<file path="config.mk">
export PLATFORM = sky130hd
export DESIGN_NAME = imem_arbiter
export DESIGN_NICKNAME = d
export VERILOG_FILES = /design/src/rtl/imem_arbiter.sv
export SDC_FILE = /design/constraint.sdc
export NUM_CORES = 1
export LEC_CHECK = 0
export BUFFER_PORTS_ARGS = -buffer_cell sky130_fd_sc_hd__buf_2
export CAP_MARGIN = 10
export CORE_AREA = 2 2 178 180
export DETAILED_ROUTE_END_ITERATION = 10
export DIE_AREA = 0 0 180 182
export HOLD_SLACK_MARGIN = 0.12
export MAX_ROUTING_LAYER = met4
export PLACE_DENSITY_LB_ADDON = 0.05
export SLEW_MARGIN = 20
export SYNTH_ARGS = -nofsm -noshare
export SYNTH_HDL_FRONTEND = slang
export SYNTH_SLANG_ARGS = --single-unit
</file>
<file path="constraint.sdc">
create_clock -name clk -period 4.1 [get_ports clk]
set_clock_uncertainty 0.2 [all_clocks]
set_input_delay 0.205 -clock clk [delete_from_list [all_inputs] [get_ports clk]]
set_output_delay 0.205 -clock clk [all_outputs]
set_load 0.005 [all_outputs]
</file>
<file path="src/rtl/imem_arbiter.sv">
// rtl/imem_arbiter.sv - arbiter sharing the dual-read instruction-memory port between fetch and loader
//
// Purpose:
//    Each cycle grants the instruction-memory port to either the loader or the
//    2-wide fetch stage, remembers who owns the in-flight access, and routes the
//    1-cycle-latency read response back to that owner. The loader normally wins,
//    but after STARVE_MAX consecutive loader grants one cycle is reserved for
//    fetch. A fetch response arriving together with f_flush is discarded.
//
// Parameters:
//    XLEN        address/data width
//    STARVE_MAX  consecutive loader grants before a fetch-reserved cycle (1..15)
//
// Ports:
//    clk, reset_n                       clock, asynchronous active-low reset
//    f_ren, f_addr0, f_addr1, f_flush   fetch request, slot addresses, redirect
//    f_stall                            port taken by loader (independent of f_ren)
//    f_valid, f_rdata0, f_rdata1, f_pc  fetch response data and its addresses
//    ld_req, ld_we, ld_addr, ld_wdata   loader request / write / address / data
//    ld_gnt, ld_rvalid, ld_rdata        loader accept and read response
//    mem_en, mem_we, mem_addr0/1,
//    mem_wdata, mem_rdata0/1            memory port (read data 1 cycle after mem_en)
//
// Configuration:
//    IMEM_ARB_PERF_EN  when defined, adds saturating 32-bit counters
//                      perf_f_grants, perf_ld_grants, perf_stall_cycles, perf_flushed.

module imem_arbiter #(
   parameter int XLEN       = 32,
   parameter int STARVE_MAX = 4
) (
   input  logic                 clk,
   input  logic                 reset_n,
   input  logic                 f_ren,
   input  logic [XLEN-1:0]      f_addr0,
   input  logic [XLEN-1:0]      f_addr1,
   input  logic                 f_flush,
   output logic                 f_stall,
   output logic                 f_valid,
   output logic [XLEN-1:0]      f_rdata0,
   output logic [XLEN-1:0]      f_rdata1,
   output logic [1:0][XLEN-1:0] f_pc,
   input  logic                 ld_req,
   input  logic                 ld_we,
   input  logic [XLEN-1:0]      ld_addr,
   input  logic [XLEN-1:0]      ld_wdata,
   output logic                 ld_gnt,
   output logic                 ld_rvalid,
   output logic [XLEN-1:0]      ld_rdata,
   output logic                 mem_en,
   output logic                 mem_we,
   output logic [XLEN-1:0]      mem_addr0,
   output logic [XLEN-1:0]      mem_addr1,
   output logic [XLEN-1:0]      mem_wdata,
   input  logic [XLEN-1:0]      mem_rdata0,
   input  logic [XLEN-1:0]      mem_rdata1
`ifdef IMEM_ARB_PERF_EN
   ,
   output logic [31:0]          perf_f_grants,
   output logic [31:0]          perf_ld_grants,
   output logic [31:0]          perf_stall_cycles,
   output logic [31:0]          perf_flushed
`endif
);

   typedef enum logic [1:0] {
      OWN_IDLE  = 2'd0,
      OWN_FETCH = 2'd1,
      OWN_LOAD  = 2'd2
   } owner_t;

   localparam logic [3:0] STARVE_LIM = 4'(STARVE_MAX);

   logic                 w_grant_ld;
   logic                 w_grant_f;
   logic [3:0]           r_starve_cnt;
   owner_t               r_owner;
   owner_t               w_owner_nxt;
   logic [1:0][XLEN-1:0] r_f_pc;

   // Loader priority is decided without looking at f_ren: fetch derives its
   // request from f_stall, so any dependency here would close a comb loop.
   always_comb begin
      w_grant_ld = ld_req && (r_starve_cnt != STARVE_LIM);
      w_grant_f  = f_ren && !w_grant_ld;
   end

   assign ld_gnt  = w_grant_ld;
   assign f_stall = w_grant_ld;

   // Memory is kept quiet while reset is asserted, even though the grant
   // outputs keep following the arbitration equations.
   always_comb begin
      mem_en    = 1'b0;
      mem_we    = 1'b0;
      mem_addr0 = '0;
      mem_addr1 = '0;
      mem_wdata = '0;
      if (reset_n) begin
         if (w_grant_ld) begin
            mem_en    = 1'b1;
            mem_we    = ld_we;
            mem_addr0 = ld_addr;
            mem_addr1 = ld_addr + XLEN'(4);
            mem_wdata = ld_wdata;
         end else if (w_grant_f) begin
            mem_en    = 1'b1;
            mem_addr0 = f_addr0;
            mem_addr1 = f_addr1;
         end
      end
   end

   // Any cycle without a loader grant, including the reserved one left unused
   // by fetch, restarts the streak.
   always_ff @(posedge clk or negedge reset_n) begin
      if (!reset_n) begin
         r_starve_cnt <= '0;
      end else if (w_grant_ld) begin
         r_starve_cnt <= r_starve_cnt + 4'd1;
      end else begin
         r_starve_cnt <= '0;
      end
   end

   // Response owner: state register
   always_ff @(posedge clk or negedge reset_n) begin
      if (!reset_n) begin
         r_owner <= OWN_IDLE;
      end else begin
         r_owner <= w_owner_nxt;
      end
   end

   // Response owner: next state (loader writes return nothing)
   always_comb begin
      w_owner_nxt = OWN_IDLE;
      if (w_grant_f) begin
         w_owner_nxt = OWN_FETCH;
      end else if (w_grant_ld && !ld_we) begin
         w_owner_nxt = OWN_LOAD;
      end
   end

   // Response owner: outputs. A flush only masks the response; ownership
   // still moves on normally.
   always_comb begin
      f_valid   = 1'b0;
      ld_rvalid = 1'b0;
      case (r_owner)
         OWN_FETCH: f_valid   = !f_flush;
         OWN_LOAD:  ld_rvalid = 1'b1;
         default:   ;
      endcase
   end

   always_ff @(posedge clk or negedge reset_n) begin
      if (!reset_n) begin
         r_f_pc <= '0;
      end else if (w_grant_f) begin
         r_f_pc[0] <= f_addr0;
         r_f_pc[1] <= f_addr1;
      end
   end

   assign f_pc     = r_f_pc;
   assign f_rdata0 = mem_rdata0;
   assign f_rdata1 = mem_rdata1;
   assign ld_rdata = mem_rdata0;

`ifdef IMEM_ARB_PERF_EN
   logic w_flushed;

   assign w_flushed = (r_owner == OWN_FETCH) && f_flush;

   always_ff @(posedge clk or negedge reset_n) begin
      if (!reset_n) begin
         perf_f_grants     <= '0;
         perf_ld_grants    <= '0;
         perf_stall_cycles <= '0;
         perf_flushed      <= '0;
      end else begin
         if (w_grant_f && (perf_f_grants != '1)) begin
            perf_f_grants <= perf_f_grants + 32'd1;
         end
         if (w_grant_ld && (perf_ld_grants != '1)) begin
            perf_ld_grants <= perf_ld_grants + 32'd1;
         end
         if (w_grant_ld && f_ren && (perf_stall_cycles != '1)) begin
            perf_stall_cycles <= perf_stall_cycles + 32'd1;
         end
         if (w_flushed && (perf_flushed != '1)) begin
            perf_flushed <= perf_flushed + 32'd1;
         end
      end
   end
`endif

endmodule
</file>
## Yosys cells after proc, flatten, opt, wreduce, memory -nomap -nowiden

Index checks and enable logic that the tools add are counted.

- Mux-type cells: 18
- Add/subtract/negate cells: 2
- Reductions and logical operators: 6
- Eq/ne operators: 3

Operators with widths:

| cell | number |
|---|---|
| 32-bit two-way mux | 8 |
| 32-bit by 3-bit adder with 32-bit output, second input constant | 1 |
| 1-bit two-way mux | 7 |
| 4-bit by 1-bit adder with 4-bit output, second input constant | 1 |
| 2-bit two-way mux | 2 |
| 4-bit two-way mux | 1 |
| 4-bit by 3-bit != test with 1-bit output, second input constant | 1 |
| 1-bit logical AND | 3 |
| 1-bit logical NOT | 3 |
| 2-bit by 1-bit == test with 1-bit output, second input constant | 1 |
| 2-bit == test, second input constant | 1 |

- Output and inout port bits: 262
- Bits of input ports: 198
- Register bits after elaboration: 70
- Word-level logic and storage cells: 33

## Longest topological paths before layout

- Depth after elaboration: 7
- Depth in mapped cells: 10
- Mapped depth without buffers: 8

## Worst setup path before layout

OpenSTA, ideal clock, no wires.

- Kind: reg-to-output
- From: register r_starve_cnt[0]
- To: output port mem_addr0[31]
- Path buffers: 2
- Slack: 1.810 ns
- Cell stages (with the launch flop): 11
- Arrival: 1.885 ns
- Cell sequence: dfrtp_1 > inv_1 > ha_1 > nand3b_1 > nand2_1 > nand2_1 > inv_1 > clkbuf_1 > buf_2 > nand2_1 > a21boi_0

- Word-level cells in the longest chain between the ends: 7

RTL lines:

| what | RTL line | RTL |
|---|---|---|
| start: declaration | 76 | `logic [3:0] r_starve_cnt;` |
| start signal: assignment | 120 | `r_starve_cnt <= r_starve_cnt + 4'd1;` |
| 4-bit by 3-bit != test with 1-bit output (*) | 84 | `w_grant_ld = ld_req && (r_starve_cnt != STARVE_LIM);` |
| 1-bit logical AND (*) | 84 |  |
| 1-bit logical NOT | 85 | `w_grant_f = f_ren && !w_grant_ld;` |
| 1-bit logical AND | 85 |  |
| 32-bit two-way mux | 106 | `end else if (w_grant_f) begin` |
| 32-bit two-way mux (*) | 100 | `if (w_grant_ld) begin` |
| 32-bit two-way mux (*) | 99 | `if (reset_n) begin` |
| end: declaration | 52 | `output logic [XLEN-1:0] mem_addr0,` |

Mark *: on every way between the ends. The rest lies on a longest branch, timed or not.

## Worst setup path in the final report

- From: input port reset_n
- To: output port mem_addr1[25]

- Word-level cells in the longest chain between the ends: 1

RTL lines:

| what | RTL line | RTL |
|---|---|---|
| start: declaration | 33 | `input logic reset_n,` |
| 32-bit two-way mux | 99 |  |
| end: declaration | 53 | `output logic [XLEN-1:0] mem_addr1,` |

No other way between the ends.

==> tab_implementation.tex <==
\begin{tabular}{lr}
\hline
Metric & Value \\
\hline
\multicolumn{2}{l}{\textbf{Run status}} \\
Run status & completed \\
\multicolumn{2}{l}{\textbf{Clock tree}} \\
Cell at the root of the clock tree & sky130\_fd\_sc\_hd\_\_clkbuf\_16 \\
Post-CTS resize count & 0 \\
H-tree depth & 3 \\
CTS Sinks & 70 \\
Worst-skew pair later-pin latency & 0.34 ns \\
Number of buffers on the longest clock path & 2 \\
Clk slew on worst S/H paths & 0.07 ns \\
Number of buffers inserted by hold repair at cts & 67 \\
Number of buffers created by CTS & 9 \\
Post-CTS setup buffer count & 0 \\
TritonCTS clock tree & built \\
\multicolumn{2}{l}{\textbf{Synth}} \\
Count of warnings emitted by yosys & 0 \\
Async set-or-reset flop fraction in the synthesized netlist & 100\% \\
Sequential fraction of the synthesis area & 34.1\% \\
Largest area contributor in the synthesized netlist & sky130\_fd\_sc\_hd\_\_dfrtp\_1 \\
Top post-synthesis cells by area & sky130\_fd\_sc\_hd\_\_dfrtp\_1 (34\%), sky130\_fd\_sc\_hd\_\_buf\_4 (14\%), sky130\_fd\_sc\_hd\_\_nand2\_1 (8.4\%) \\
Number of distinct library cells after synthesis & 43 \\
Synthesized netlist net count & 832 \\
Number of synthesized flops with an enable pin & 0 \\
Summed instance area of the synthesized netlist & 5140 um\^{}2 \\
Number of storage elements in the synthesis netlist & 70 \\
Cell count after synthesis & 631 \\
Synth top area share & 34.1\% \\
Most common flop cell mapped by yosys & sky130\_fd\_sc\_hd\_\_dfrtp\_1 \\
Syn Area/Cell & 8.14 um\^{}2 \\
\multicolumn{2}{l}{\textbf{Finish}} \\
Final standard cell area without fillers & 7340 um\^{}2 \\
Share of layout cells above drive strength 1 & 39.8\% \\
Fin nets & 1082 \\
Number of standard cells in the layout, taps in and fillers out & 1287 \\
Commonest cells after routing, fill and taps aside & sky130\_fd\_sc\_hd\_\_buf\_2 (298), sky130\_fd\_sc\_hd\_\_nand2\_1 (115), sky130\_fd\_sc\_hd\_\_dfrtp\_1 (70) \\
Leading cell type in the layout, fill and taps excluded & sky130\_fd\_sc\_hd\_\_buf\_2 \\
Area growth from synthesis to layout & 42.8\% \\
\multicolumn{2}{l}{\textbf{Critical path}} \\
Worst Setup End Kind & primary output \\
Data arrival, critical path & 2.72 ns \\
Number of cells on the worst reg-to-reg path & 8 \\
Startpoint Class & input pin \\
Largest fanout of any net on the critical path & 35 \\
Total stage count of the critical path & 8 \\
Cell-by-cell trace of the critical path & dlygate4sd3\_1 > buf\_4 > and2\_1 > buf\_4 > and2\_1 > a21oi\_1 > nor3\_1 > buf\_2 \\
WP buf/inv & 4 \\
Critical-path top delay cell & sky130\_fd\_sc\_hd\_\_dlygate4sd3\_1 \\
Crit Path Category & input pin to primary output \\
CP Data Required Time & 3.69 ns \\
Top Family by Delay on Critical Path & buffers and inverters \\
Stage delay of the slowest cell on the critical path & 0.53 ns \\
\multicolumn{2}{l}{\textbf{Timing}} \\
Setup repair after global routing missed its margin & false \\
Max Transition Viols Final & 0 \\
Final sum of negative setup slack & 0 ns \\
Shortest clock period the worst path allows after layout & 3.12 ns \\
Fraction of the cycle the final worst path needs & 76.2\% \\
Hold WS & 0.131 ns \\
Worst Max-Slew Pin Slew & 0.724 ns \\
Highest achievable clock rate & 320 MHz \\
Final hold viol count & 0 \\
Worst slew margin relative to its limit & 51.4\% \\
Setup violations, final & 0 \\
\multicolumn{2}{l}{\textbf{GRT}} \\
GRT met1 Usage & 17.5\% \\
Vias in the first global route & 5711 \\
GR peak layer & met2 \\
Number of antenna violations at the first check in global routing & 1 \\
Remaining global-route overflow & 0 \\
Largest net degree at the start of global routing & 42 \\
Routing usage on met3 & 3.49\% \\
Global-route wire length before repair & 36.0 mm \\
Met2 demand-to-capacity share in global routing & 24.4\% \\
Overall routing resource usage & 14.8\% \\
\multicolumn{2}{l}{\textbf{Power and ir drop}} \\
Static Leak & 3.74 nW \\
Switching Share & 30.6\% \\
Sequential share of power & 35.8\% \\
Cell Int Power & 1.62 mW \\
Relative contribution of combinational cells to total power & 27.9\% \\
PD cells & 319 nW/um\^{}2 \\
Share of power burned in the clock network & 36.3\% \\
Net switching power of the design & 0.715 mW \\
Largest vdd supply drop & 0.145 mV \\
\multicolumn{2}{l}{\textbf{Placed design}} \\
Placed insts & 1205 \\
Post-detail-place hpwl & 19.0 mm \\
Port Buffer Count & 299 \\
Instance area after placement & 6360 um\^{}2 \\
Global placement routability congestion & 0.799 \\
\multicolumn{2}{l}{\textbf{Route}} \\
Vias after detailed routing & 5489 \\
Count of TritonRoute iterations in the first routing pass & 6 \\
Total routed wirelength & 24.2 mm \\
Final ANT Viol Nets & 0 \\
Via-per-instance ratio & 4.26 \\
DR DRC count & 0 \\
Detailed router's first-iteration violation count & 230 \\
Average wire per standard cell & 18.8 um \\
\multicolumn{2}{l}{\textbf{Floorplan}} \\
Die footprint & 32800 um\^{}2 \\
Chip Width & 180 um \\
Height of the die & 182 um \\
Placeable core region & 31000 um\^{}2 \\
Row count & 65 \\
Io pins & 460 \\
Starting density of the core & 16.6\% \\
\multicolumn{2}{l}{\textbf{Flow run}} \\
Number of maximum-capacitance constraint violations & 0 \\
\multicolumn{2}{l}{\textbf{Worst hold path}} \\
Path class of the lowest-slack min-delay path & input pin to asynchronous set/reset pin \\
\hline
\end{tabular}
-- cells by family (layout without fill, tap and decap cells) --
kind of cell	after synthesis	count (layout)	share of synthesized area, %
flip-flops	70	70	34.1
other	0	1	0
XOR/XNOR	15	15	2.56
buffers and inverters	147	400	18.1
AO/OA/AOI/OAI	133	133	16.5
adder cells (fa/ha/maj)	3	3	0.731
multiplexers	20	20	4.38
AND/OR/NAND/NOR	243	243	23.6
-- cells in the mapped netlist, types with 2 or more instances --
cell type                   instances
sky130_fd_sc_hd__nor2_1             8
sky130_fd_sc_hd__nand3_1           25
sky130_fd_sc_hd__a311oi_1           4
sky130_fd_sc_hd__and3_1            38
sky130_fd_sc_hd__nor3_1             6
sky130_fd_sc_hd__o2111ai_1          3
sky130_fd_sc_hd__nor4_1             5
sky130_fd_sc_hd__dfrtp_1           70
sky130_fd_sc_hd__o21ai_0           45
sky130_fd_sc_hd__buf_2              5
sky130_fd_sc_hd__or4_1              8
sky130_fd_sc_hd__mux2_2            20
sky130_fd_sc_hd__and2_1            15
sky130_fd_sc_hd__a31oi_1            6
sky130_fd_sc_hd__xor2_1            10
sky130_fd_sc_hd__clkbuf_1          36
sky130_fd_sc_hd__a21boi_0          36
sky130_fd_sc_hd__a21oi_1           19
sky130_fd_sc_hd__nor2b_1            2
sky130_fd_sc_hd__o21a_1             4
sky130_fd_sc_hd__buf_4             97
sky130_fd_sc_hd__nor4b_1            2
sky130_fd_sc_hd__a21o_1             4
sky130_fd_sc_hd__a22o_1             4
sky130_fd_sc_hd__o31ai_1            6
sky130_fd_sc_hd__xnor2_1            5
sky130_fd_sc_hd__and4_1             3
sky130_fd_sc_hd__ha_1               3
sky130_fd_sc_hd__nand4_1            7
sky130_fd_sc_hd__nand2_1          115
sky130_fd_sc_hd__inv_1              8
-- registers in the layout (all words and copies together) (netlist names) --
| register | cells |
|---|---|
| f_pc | 64 |
| r_starve_cnt | 4 |
| r_owner | 2 |
-- metal layers --
metal  part of all wire, %  wire [um]
met4                   2.5        609
met2                    48      11700
met3                   6.7       1610
met5                     0          0
met1                    43      10300
-- metrics by stage --
step / setup slack (ns) / utilization (%) / total power, mW
after detailed placement: 1.29 / 20.5 / 1.47
final: 0.977 / 23.7 / 2.34
after floorplan: 1.81 / - / 1.17
after global placement: 1.34 / 20.5 / 1.48
after global routing: 0.696 / 23.7 / 2.49
after CTS: 0.887 / 23.7 / 2.41
-- final cells by class --
class                           instances  area (um^2)
Timing Repair Buffer                  378         2280
Inverter                                8         30.0
Tap cell                              402          503
Multi-Input combinational cell        414         2460
Clock inverter                          4         73.8
Sequential cell                        70         1750
Antenna cell                            1         2.50
Fill cell                            3480        23600
Clock buffer                           10          229
-- power groups by stage --
stage | combinational [mW] | sequential, mW | clock (mW)
final | 0.652 | 0.838 | 0.849
after floorplan | 0.311 | 0.857 | 0
after detailed placement | 0.618 | 0.853 | 0
after global placement | 0.626 | 0.850 | 0
after CTS | 0.671 | 0.840 | 0.895
after global routing | 0.725 | 0.853 | 0.913
-- path summary, 6_finish.rpt --
kind                                       from             to  slack [ns]
worst max-delay path                    reset_n  mem_addr1[25]        0.98
worst min-delay path                    reset_n        f_pc[6]        0.13
worst max register to register  r_starve_cnt[0]       f_pc[62]        1.72
worst min register to register         f_pc[34]       f_pc[34]        0.28
max in group asynchronous               reset_n       f_pc[63]        2.68
min in group clk                          f_ren       f_pc[47]        0.13
Power figures use the tool's default switching activity.
